[src/rtl/sync_fifo_pkg.sv]
`default_nettype none
// ============================================================================
// Module      : sync_fifo_pkg
// Description : Shared constants and helpers for the synchronous FIFO.
//               Holds the default geometry/threshold values and a function
//               that derives the entry count from the pointer width.
// Revision    : 1.0 - initial release
// ============================================================================
package sync_fifo_pkg;

  localparam int DEF_FIFO_PTR   = 4;
  localparam int DEF_FIFO_WIDTH = 8;
  localparam int DEF_AEMPTY_LVL = 2;

  // Number of entries addressed by a pointer of 'ptr' address bits.
  function automatic int depth_of(input int ptr);
    return 1 << ptr;
  endfunction

endpackage
`default_nettype wire

[src/rtl/sync_fifo_ram.sv]
`default_nettype none
// ============================================================================
// Module      : sync_fifo_ram
// Description : Single-clock storage array, one write port and one
//               registered read port. The array itself has no reset; only
//               the read-data register is cleared by rst_n.
// Ports       : clk, rst_n        - clock, async active-low reset
//               we, waddr, wdata  - write port
//               re, raddr, rdata  - read port (rdata registered)
// Revision    : 1.0 - initial release
// ============================================================================
module sync_fifo_ram
  import sync_fifo_pkg::*;
#(
  parameter int FIFO_PTR   = DEF_FIFO_PTR,
  parameter int FIFO_WIDTH = DEF_FIFO_WIDTH
) (
  input  logic                  clk,
  input  logic                  rst_n,
  input  logic                  we,
  input  logic [FIFO_PTR-1:0]   waddr,
  input  logic [FIFO_WIDTH-1:0] wdata,
  input  logic                  re,
  input  logic [FIFO_PTR-1:0]   raddr,
  output logic [FIFO_WIDTH-1:0] rdata
);

  localparam int DEPTH = depth_of(FIFO_PTR);

  logic [FIFO_WIDTH-1:0] r_mem [DEPTH];
  logic [FIFO_WIDTH-1:0] r_rdata;

  always_ff @(posedge clk) begin
    if (we) begin
      r_mem[waddr] <= wdata;
    end
  end

  // Read sees the pre-edge array contents, so a same-address write on a
  // full FIFO pass-through cycle does not disturb the word being popped.
  always_ff @(posedge clk or negedge rst_n) begin
    if (!rst_n) begin
      r_rdata <= '0;
    end else if (re) begin
      r_rdata <= r_mem[raddr];
    end
  end

  assign rdata = r_rdata;

endmodule
`default_nettype wire

[src/rtl/sync_fifo.sv]
`default_nettype none
// ============================================================================
// Module      : sync_fifo
// Description : Synchronous FIFO with registered status flags, occupancy
//               count and sticky overflow/underflow error flags.
// Ports       : clk, rst_n                - clock, async active-low reset
//               wren, wrdata              - write request and data
//               rden, rddata, rdvalid     - read request, data, valid pulse
//               full, empty, almost_full, almost_empty, count - status
//               overflow, underflow, clr_err - sticky errors and their clear
// Revision    : 1.0 - initial release
// ============================================================================
module sync_fifo
  import sync_fifo_pkg::*;
#(
  parameter int FIFO_PTR   = DEF_FIFO_PTR,
  parameter int FIFO_WIDTH = DEF_FIFO_WIDTH,
  parameter int AFULL_LVL  = depth_of(FIFO_PTR) - 2,
  parameter int AEMPTY_LVL = DEF_AEMPTY_LVL
) (
  input  logic                  clk,
  input  logic                  rst_n,
  input  logic                  wren,
  input  logic [FIFO_WIDTH-1:0] wrdata,
  input  logic                  rden,
  output logic [FIFO_WIDTH-1:0] rddata,
  output logic                  rdvalid,
  output logic                  full,
  output logic                  empty,
  output logic                  almost_full,
  output logic                  almost_empty,
  output logic [FIFO_PTR:0]     count,
  output logic                  overflow,
  output logic                  underflow,
  input  logic                  clr_err
);

  localparam logic [FIFO_PTR:0] c_afull_lvl  = (FIFO_PTR+1)'(AFULL_LVL);
  localparam logic [FIFO_PTR:0] c_aempty_lvl = (FIFO_PTR+1)'(AEMPTY_LVL);
  localparam logic [FIFO_PTR:0] c_zero_ext   = '0;

  logic [FIFO_PTR:0] r_wptr, r_rptr, r_count;
  logic [FIFO_PTR:0] w_wptr_nxt, w_rptr_nxt, w_count_nxt;
  logic              r_full, r_empty, r_afull, r_aempty;
  logic              r_rdvalid, r_ovf, r_unf;
  logic              w_wr_acc, w_rd_acc, w_ovf_evt, w_unf_evt;

  // A full FIFO still takes a write when a read frees the slot this edge.
  assign w_wr_acc  = wren & (~r_full | rden);
  assign w_rd_acc  = rden & ~r_empty;
  assign w_ovf_evt = wren & r_full & ~rden;
  assign w_unf_evt = rden & r_empty;

  assign w_wptr_nxt  = r_wptr + {c_zero_ext[FIFO_PTR:1], w_wr_acc};
  assign w_rptr_nxt  = r_rptr + {c_zero_ext[FIFO_PTR:1], w_rd_acc};
  assign w_count_nxt = r_count + {c_zero_ext[FIFO_PTR:1], w_wr_acc}
                               - {c_zero_ext[FIFO_PTR:1], w_rd_acc};

  // Flags are computed from next-state values so they describe the FIFO
  // after this edge while staying free of any input-to-output path.
  always_ff @(posedge clk or negedge rst_n) begin
    if (!rst_n) begin
      r_wptr    <= '0;
      r_rptr    <= '0;
      r_count   <= '0;
      r_full    <= 1'b0;
      r_empty   <= 1'b1;
      r_afull   <= 1'b0;
      r_aempty  <= 1'b1;
      r_rdvalid <= 1'b0;
      r_ovf     <= 1'b0;
      r_unf     <= 1'b0;
    end else begin
      r_wptr    <= w_wptr_nxt;
      r_rptr    <= w_rptr_nxt;
      r_count   <= w_count_nxt;
      r_empty   <= (w_wptr_nxt == w_rptr_nxt);
      r_full    <= (w_wptr_nxt[FIFO_PTR-1:0] == w_rptr_nxt[FIFO_PTR-1:0]) &&
                   (w_wptr_nxt[FIFO_PTR] != w_rptr_nxt[FIFO_PTR]);
      r_afull   <= (w_count_nxt >= c_afull_lvl);
      r_aempty  <= (w_count_nxt <= c_aempty_lvl);
      r_rdvalid <= w_rd_acc;
      // A new error in the clearing cycle wins over the clear.
      r_ovf     <= (r_ovf & ~clr_err) | w_ovf_evt;
      r_unf     <= (r_unf & ~clr_err) | w_unf_evt;
    end
  end

  sync_fifo_ram #(
    .FIFO_PTR   (FIFO_PTR),
    .FIFO_WIDTH (FIFO_WIDTH)
  ) u_ram (
    .clk   (clk),
    .rst_n (rst_n),
    .we    (w_wr_acc),
    .waddr (r_wptr[FIFO_PTR-1:0]),
    .wdata (wrdata),
    .re    (w_rd_acc),
    .raddr (r_rptr[FIFO_PTR-1:0]),
    .rdata (rddata)
  );

  assign full         = r_full;
  assign empty        = r_empty;
  assign almost_full  = r_afull;
  assign almost_empty = r_aempty;
  assign count        = r_count;
  assign rdvalid      = r_rdvalid;
  assign overflow     = r_ovf;
  assign underflow    = r_unf;

endmodule
`default_nettype wire
[config.mk]
export PLATFORM = sky130hd
export DESIGN_NAME = sync_fifo
export DESIGN_NICKNAME = d
export VERILOG_FILES = /design/src/rtl/sync_fifo_pkg.sv /design/src/rtl/sync_fifo_ram.sv /design/src/rtl/sync_fifo.sv
export SDC_FILE = /design/constraint.sdc
export NUM_CORES = 1
export LEC_CHECK = 0
export CAP_MARGIN = 10
export CORE_ASPECT_RATIO = 2
export CORE_MARGIN = 2
export CORE_UTILIZATION = 39
export CTS_BUF_LIST = sky130_fd_sc_hd__clkbuf_8 sky130_fd_sc_hd__clkbuf_16
export CTS_CLUSTER_DIAMETER = 80
export CTS_CLUSTER_SIZE = 24
export DETAILED_ROUTE_END_ITERATION = 8
export DONT_BUFFER_PORTS = 1
export PLACE_DENSITY_LB_ADDON = 0.3
export SLEW_MARGIN = 20
export SYNTH_ARGS = -nofsm -noshare
export SYNTH_HDL_FRONTEND = slang
export SYNTH_SLANG_ARGS = --single-unit
[constraint.sdc]
create_clock -name clk -period 6.8 [get_ports clk]
set_input_delay 1.36 -clock clk [delete_from_list [all_inputs] [get_ports clk]]
set_output_delay 1.36 -clock clk [all_outputs]
set_load 0.05 [all_outputs]
After elaboration in Yosys (flattened, before gate mapping)
Memories as Yosys holds them, arrays and structs flattened. A register that Yosys moved wholly into a read port is not among the register bits.
Index checks and enable logic that the tools add are counted.

storage, ports and cells
  output and inout bits = 20
  flip-flop bits (word level) = 22
  word-level logic and storage cells = 38
  memory bits (writable) = 128
  memories = 1
  input port bits = 13

memories
  memory       words  bits a word  read ports  clocked after memory_dff  wr ports  RTL line             text
  u_ram.r_mem  16     8            1           1                         1         sync_fifo_ram.sv:30  logic [FIFO_WIDTH-1:0] r_mem [DEPTH];

cells by class
  reductions and logical operators = 2
  bitwise logic cells = 14
  equal/unequal tests = 3
  multiplexer cells = 2
  add/subtract/negate cells = 4
  order comparisons = 2

operator list
  kind                                                                    count
  5-bit by 1-bit adder with 5-bit output                                  3
  1-bit bitwise AND                                                       7
  5-bit == test                                                           1
  5-bit by 4-bit >= comparator with 1-bit output (second input constant)  1
  5-bit by 2-bit <= comparator with 1-bit output (second input constant)  1
  5-bit by 1-bit subtractor with 5-bit output                             1
  4-bit == test                                                           1
  1-bit NOT                                                               4
  1-bit bitwise OR                                                        3
  1-bit two-way mux                                                       2
  1-bit logical AND                                                       1
  1-bit logical NOT                                                       1
  1-bit != test                                                           1

Logic depth before layout (Yosys ltp)
  depth after elaboration = 6
  depth in mapped cells = 11
  gate-level depth less buffers = 10

Modules after synthesis
Synthesis repeated with hierarchy kept, for this count alone.

unflattened totals
  cell total of the unflattened synthesis = 317
  area, all modules = 6318.6 um^2

modules (own cells, without submodules)
  module         instances  sequential area each (um^2)  cells an instance  area an instance (um^2)
  sync_fifo_ram  1          4043.9                       240                5331.4
  sync_fifo      1          553.0                        77                 987.2

Worst setup path before layout
OpenSTA, ideal clock, no wires.

  kind = input to register
  from = input port rden
  to = register r_aempty, in the netlist almost_empty
  setup time = 105 ps
  stages on the path = 11
  data arrival time = 3247 ps
  slack = 3448 ps
  buffers on the path = 1
  required time = 6695 ps
  cells stage by stage = nand2b_1 and2_1 buf_4 nand2_1 nand2_1 ha_1 fa_1 a21o_1 a21oi_1 xnor2_1 a2111oi_2

between the ends
  longest elaborated chain between the ends = 5
  elaborated cells on any way between the ends = 6
  those cells by class = add/sub: 2; order compare: 1; bitwise: 3

RTL lines
  item                                                RTL line         text
  from (decl)                                         sync_fifo.sv:25  input logic rden,
  1-bit bitwise OR                                    sync_fifo.sv:49  assign w_wr_acc = wren & (~r_full | rden);
  1-bit bitwise AND                                   sync_fifo.sv:49
  5-bit by 1-bit adder with 5-bit output              sync_fifo.sv:56  assign w_count_nxt = r_count + {c_zero_ext[FIFO_PTR:1], w_wr_acc}
  5-bit by 1-bit subtractor with 5-bit output (*)     sync_fifo.sv:57  - {c_zero_ext[FIFO_PTR:1], w_rd_acc};
  net w_count_nxt[4]                                  sync_fifo.sv:43  logic [FIFO_PTR:0] w_wptr_nxt, w_rptr_nxt, w_count_nxt;
  5-bit by 2-bit <= comparator with 1-bit output (*)  sync_fifo.sv:81  r_aempty <= (w_count_nxt <= c_aempty_lvl);
  to (signal assigned)                                sync_fifo.sv:81
  to (decl)                                           sync_fifo.sv:44  logic r_full, r_empty, r_afull, r_aempty;

Mark *: on every way through the listed nets, which the timed path passes. The rest lies on a longest branch.

Worst setup path after layout
  from = input port rden
  to = register r_aempty, in the netlist almost_empty

between the ends
  elaborated cells on any way between the ends = 6
  those cells by class = add/sub: 2; order compare: 1; bitwise: 3

RTL lines
  item                                            RTL line             text
  1-bit bitwise AND                               sync_fifo.sv:50      assign w_rd_acc = rden & ~r_empty;
  net u_ram.re                                    sync_fifo_ram.sv:23  input logic re,
  5-bit by 1-bit subtractor with 5-bit output     sync_fifo.sv:57
  net w_count_nxt[4]                              sync_fifo.sv:43
  5-bit by 2-bit <= comparator with 1-bit output  sync_fifo.sv:81

The timed path passes the listed nets, and every way through them passes these cells.

==> results_dict.tcl <==
set metrics [dict create \
    worstPathMaxFanout 11 \
    post-dp-hpwl_um 8130 \
    clock-sinks 158 \
    cts_hold_buf 0 \
    dpl-instance-area_um2 6540 \
    synth-edff-count 128 \
    startpoint "rden" \
    placeableCoreArea_um2 16100 \
    post_cts_buffers 0 \
    peakVddDrop_uv 227 \
    finalSetupViolCount 0 \
    n_antenna_cell 0 \
    power_density_nw_per_um2 479 \
    synth.yosys.seq_area_share_pct 72.3 \
    mostFrequentLayoutCells "edfxtp_1 (128), mux2i_1 (64), nand3_1 (29), nand2_1 (29), dfrtp_1 (27)" \
    crit_chain "nand2b_1, inv_1, nand2_1, nand2_1, ha_1, fa_1, a21o_1, a21oi_1, xnor2_1, a2111oi_2" \
    drive_above_1_share_pct 11.6 \
    maxCapViolCount 0 \
    syn_area_per_cell_um2 15.7 \
    start_util_pct 39.5 \
    numCtsBuffers 17 \
    worst_pin_slew_ns 0.869 \
    layout.nets 433 \
    internal-power_uw 2190 \
    rsz0062_at_grt "no" \
    max_stage_delay_ns 0.40 \
    syn_to_final_growth_pct 13.3 \
    post_cts_resized 0 \
    p_seq_share_pct 44.2 \
    status "finished, final reports clean" \
    dieWidth_um 94.3 \
    wl_um 12600 \
    min_path_type "reg2reg" \
    cts_tree "done" \
    drt_iter0_markers 325 \
    ys_dominant_reg_cell "edfxtp_1" \
    startpoint_type "input pin" \
    stdcell_area_um2 7200 \
    min_from "r_rptr[4]" \
    grt_pass1_wl_um 19400 \
    slew_headroom_pct 41.9 \
    r2r_start "empty" \
    grt_util_all_layers_pct 15.6 \
    synth_warnings 0 \
    finalCritPeriodShare_pct 45.4 \
    clkTransAtPathRegs_ns 0.07 \
    power_frac_comb_pct 27.1 \
    finalHoldViolations 0 \
    clk_path_buf_depth 2 \
    grt_pass1_vias 3280 \
    ys_types 35 \
    drc 0 \
    ys_ff_latch 158 \
    final_common_cell "edfxtp_1" \
    root_buffer "clkbuf_16" \
    overflow 0 \
    antenna_left 0 \
    switchingPower_uw 1260 \
    leakage_uw 0.00265 \
    required_ns 7.12 \
    syn_nets 428 \
    switching_share_pct 36.5 \
    arrival_ns 3.40 \
    worst_path_max_delay_cell "fa_1" \
    syn_area_um2 6360 \
    fin_worst_skew_ns 0.00981 \
    slew_violations 0 \
    crit_path_frequent_cell "nand2_1" \
    fin_setup_tns_ns 0 \
    clock_power_share_pct 28.7 \
    num_rows 66 \
    synthArstFlopShare_pct 19.0 \
    path_class "in2reg" \
    place_congestion 0.786 \
    viasPerCell 5.21 \
    wl_per_cell_um 20.0 \
    vias 3272 \
    io_pins 33 \
    h-tree-depth 4 \
    clock_latency_ns 0.42 \
    antenna_found_initial 0 \
    min_period_ns 3.08 \
    fp.dieArea_um2 17400 \
    fmax_ghz 0.324 \
    grt_max_degree 65 \
    port_buffers 0 \
    critical_path.endpoint_type "flip-flop" \
    dr.pass1.iters 5 \
    die_h_um 185 \
    synth_cells 406 \
]
per-stage QoR:
step,hold slack (ns),utilization [%],instances,total power (uW),setup WS [ns]
floorplan,0.477,-,406,2250,3.45
detailed placement,0.494,40.6,595,2480,3.21
finish,0.507,44.7,628,3450,3.72
CTS,0.512,44.5,627,3470,3.70
global placement,0.491,40.6,595,2470,3.31
global route,0.537,44.7,628,3630,3.45
worst paths after layout:
path,end,slack (ns),cells past startpoint
setup / recovery,almost_empty,3.72,10
setup reg to reg,almost_empty,3.82,10
hold reg to reg,r_rptr[4],0.51,2
hold / removal,r_rptr[4],0.51,2
max in group asynchronous,empty,6.00,0
min in group asynchronous,count[1],0.63,0
final cells by class:
| cell class | count | area, um2 |
|---|---|---|
| tap | 204 | 255 |
| timing repair buffer | 5 | 57.6 |
| clock inverter | 15 | 203 |
| sequential | 158 | 4600 |
| fill | 1413 | 8900 |
| inverter | 10 | 37.5 |
| clock buffer | 17 | 425 |
| multi-input combinational | 219 | 1620 |
cells by family (layout without fill, tap and decap cells):
logic type                 Yosys count  count (layout)  share of synthesized area (%)
buffers and inverters               29              47                           2.30
DFF                                158             158                           72.3
xor gates and xnor gates            15              15                           2.19
muxes                               64              64                           10.1
AOI/OAI and AO/OA                   40              40                           4.09
and+or+nand+nor                     91              91                           7.13
adders and majority gates            9               9                           1.89
Yosys cell counts, drive strengths merged (4+ instances only):
library cell,n,area share [%]
inv,10,0.59
nor3,5,0.55
xnor2,5,0.69
xor2,10,1.5
ha,8,1.6
nand2b,4,0.39
clkbuf,4,0.24
nand2,29,1.7
edfxtp,128,60
a22oi,16,1.9
nand3,29,2.3
buf,15,1.5
dfrtp,28,11
nor2,13,0.77
a21oi,18,1.4
mux2i,64,10
layer usage:
layer | part of all wire [%] | GRT usage [%] | up-vias
met2 | 50 | 23.7 | 111
met5 | 0 | 0 | -
met4 | 1.8 | 5.97 | 0
met3 | 6.8 | 4.50 | 14
li1 | - | - | 1527
met1 | 42 | 21.2 | 1620
sequential cells by signal (all words and copies together), names as in the netlist:
| signal | flops |
|---|---|
| empty | 1 |
| overflow | 1 |
| r_wptr | 5 |
| rdvalid | 1 |
| u_ram.rdata | 8 |
| almost_empty | 1 |
| full | 1 |
| almost_full | 1 |
| u_ram.r_mem | 128 |
| underflow | 1 |
| count | 5 |
| r_rptr | 5 |
worst max-delay path, delay by kind of cell:
kind / cells / cell delay, ns
AOI/OAI and AO/OA: 3 / 0.68
adders and majority gates: 2 / 0.60
xor gates and xnor gates: 1 / 0.14
buffers and inverters: 1 / 0.10
and+or+nand+nor: 3 / 0.53
power by group through the flow:
| stage | logic (uW) | registers [uW] | clock network (uW) |
|---|---|---|---|
| after floorplan | 752 | 1500 | 0 |
| after global placement | 922 | 1550 | 0 |
| after detailed placement | 934 | 1550 | 0 |
| after CTS | 935 | 1530 | 1010 |
| after global routing | 1040 | 1550 | 1050 |
| final | 934 | 1530 | 992 |
(Power assumes the default switching activity.)
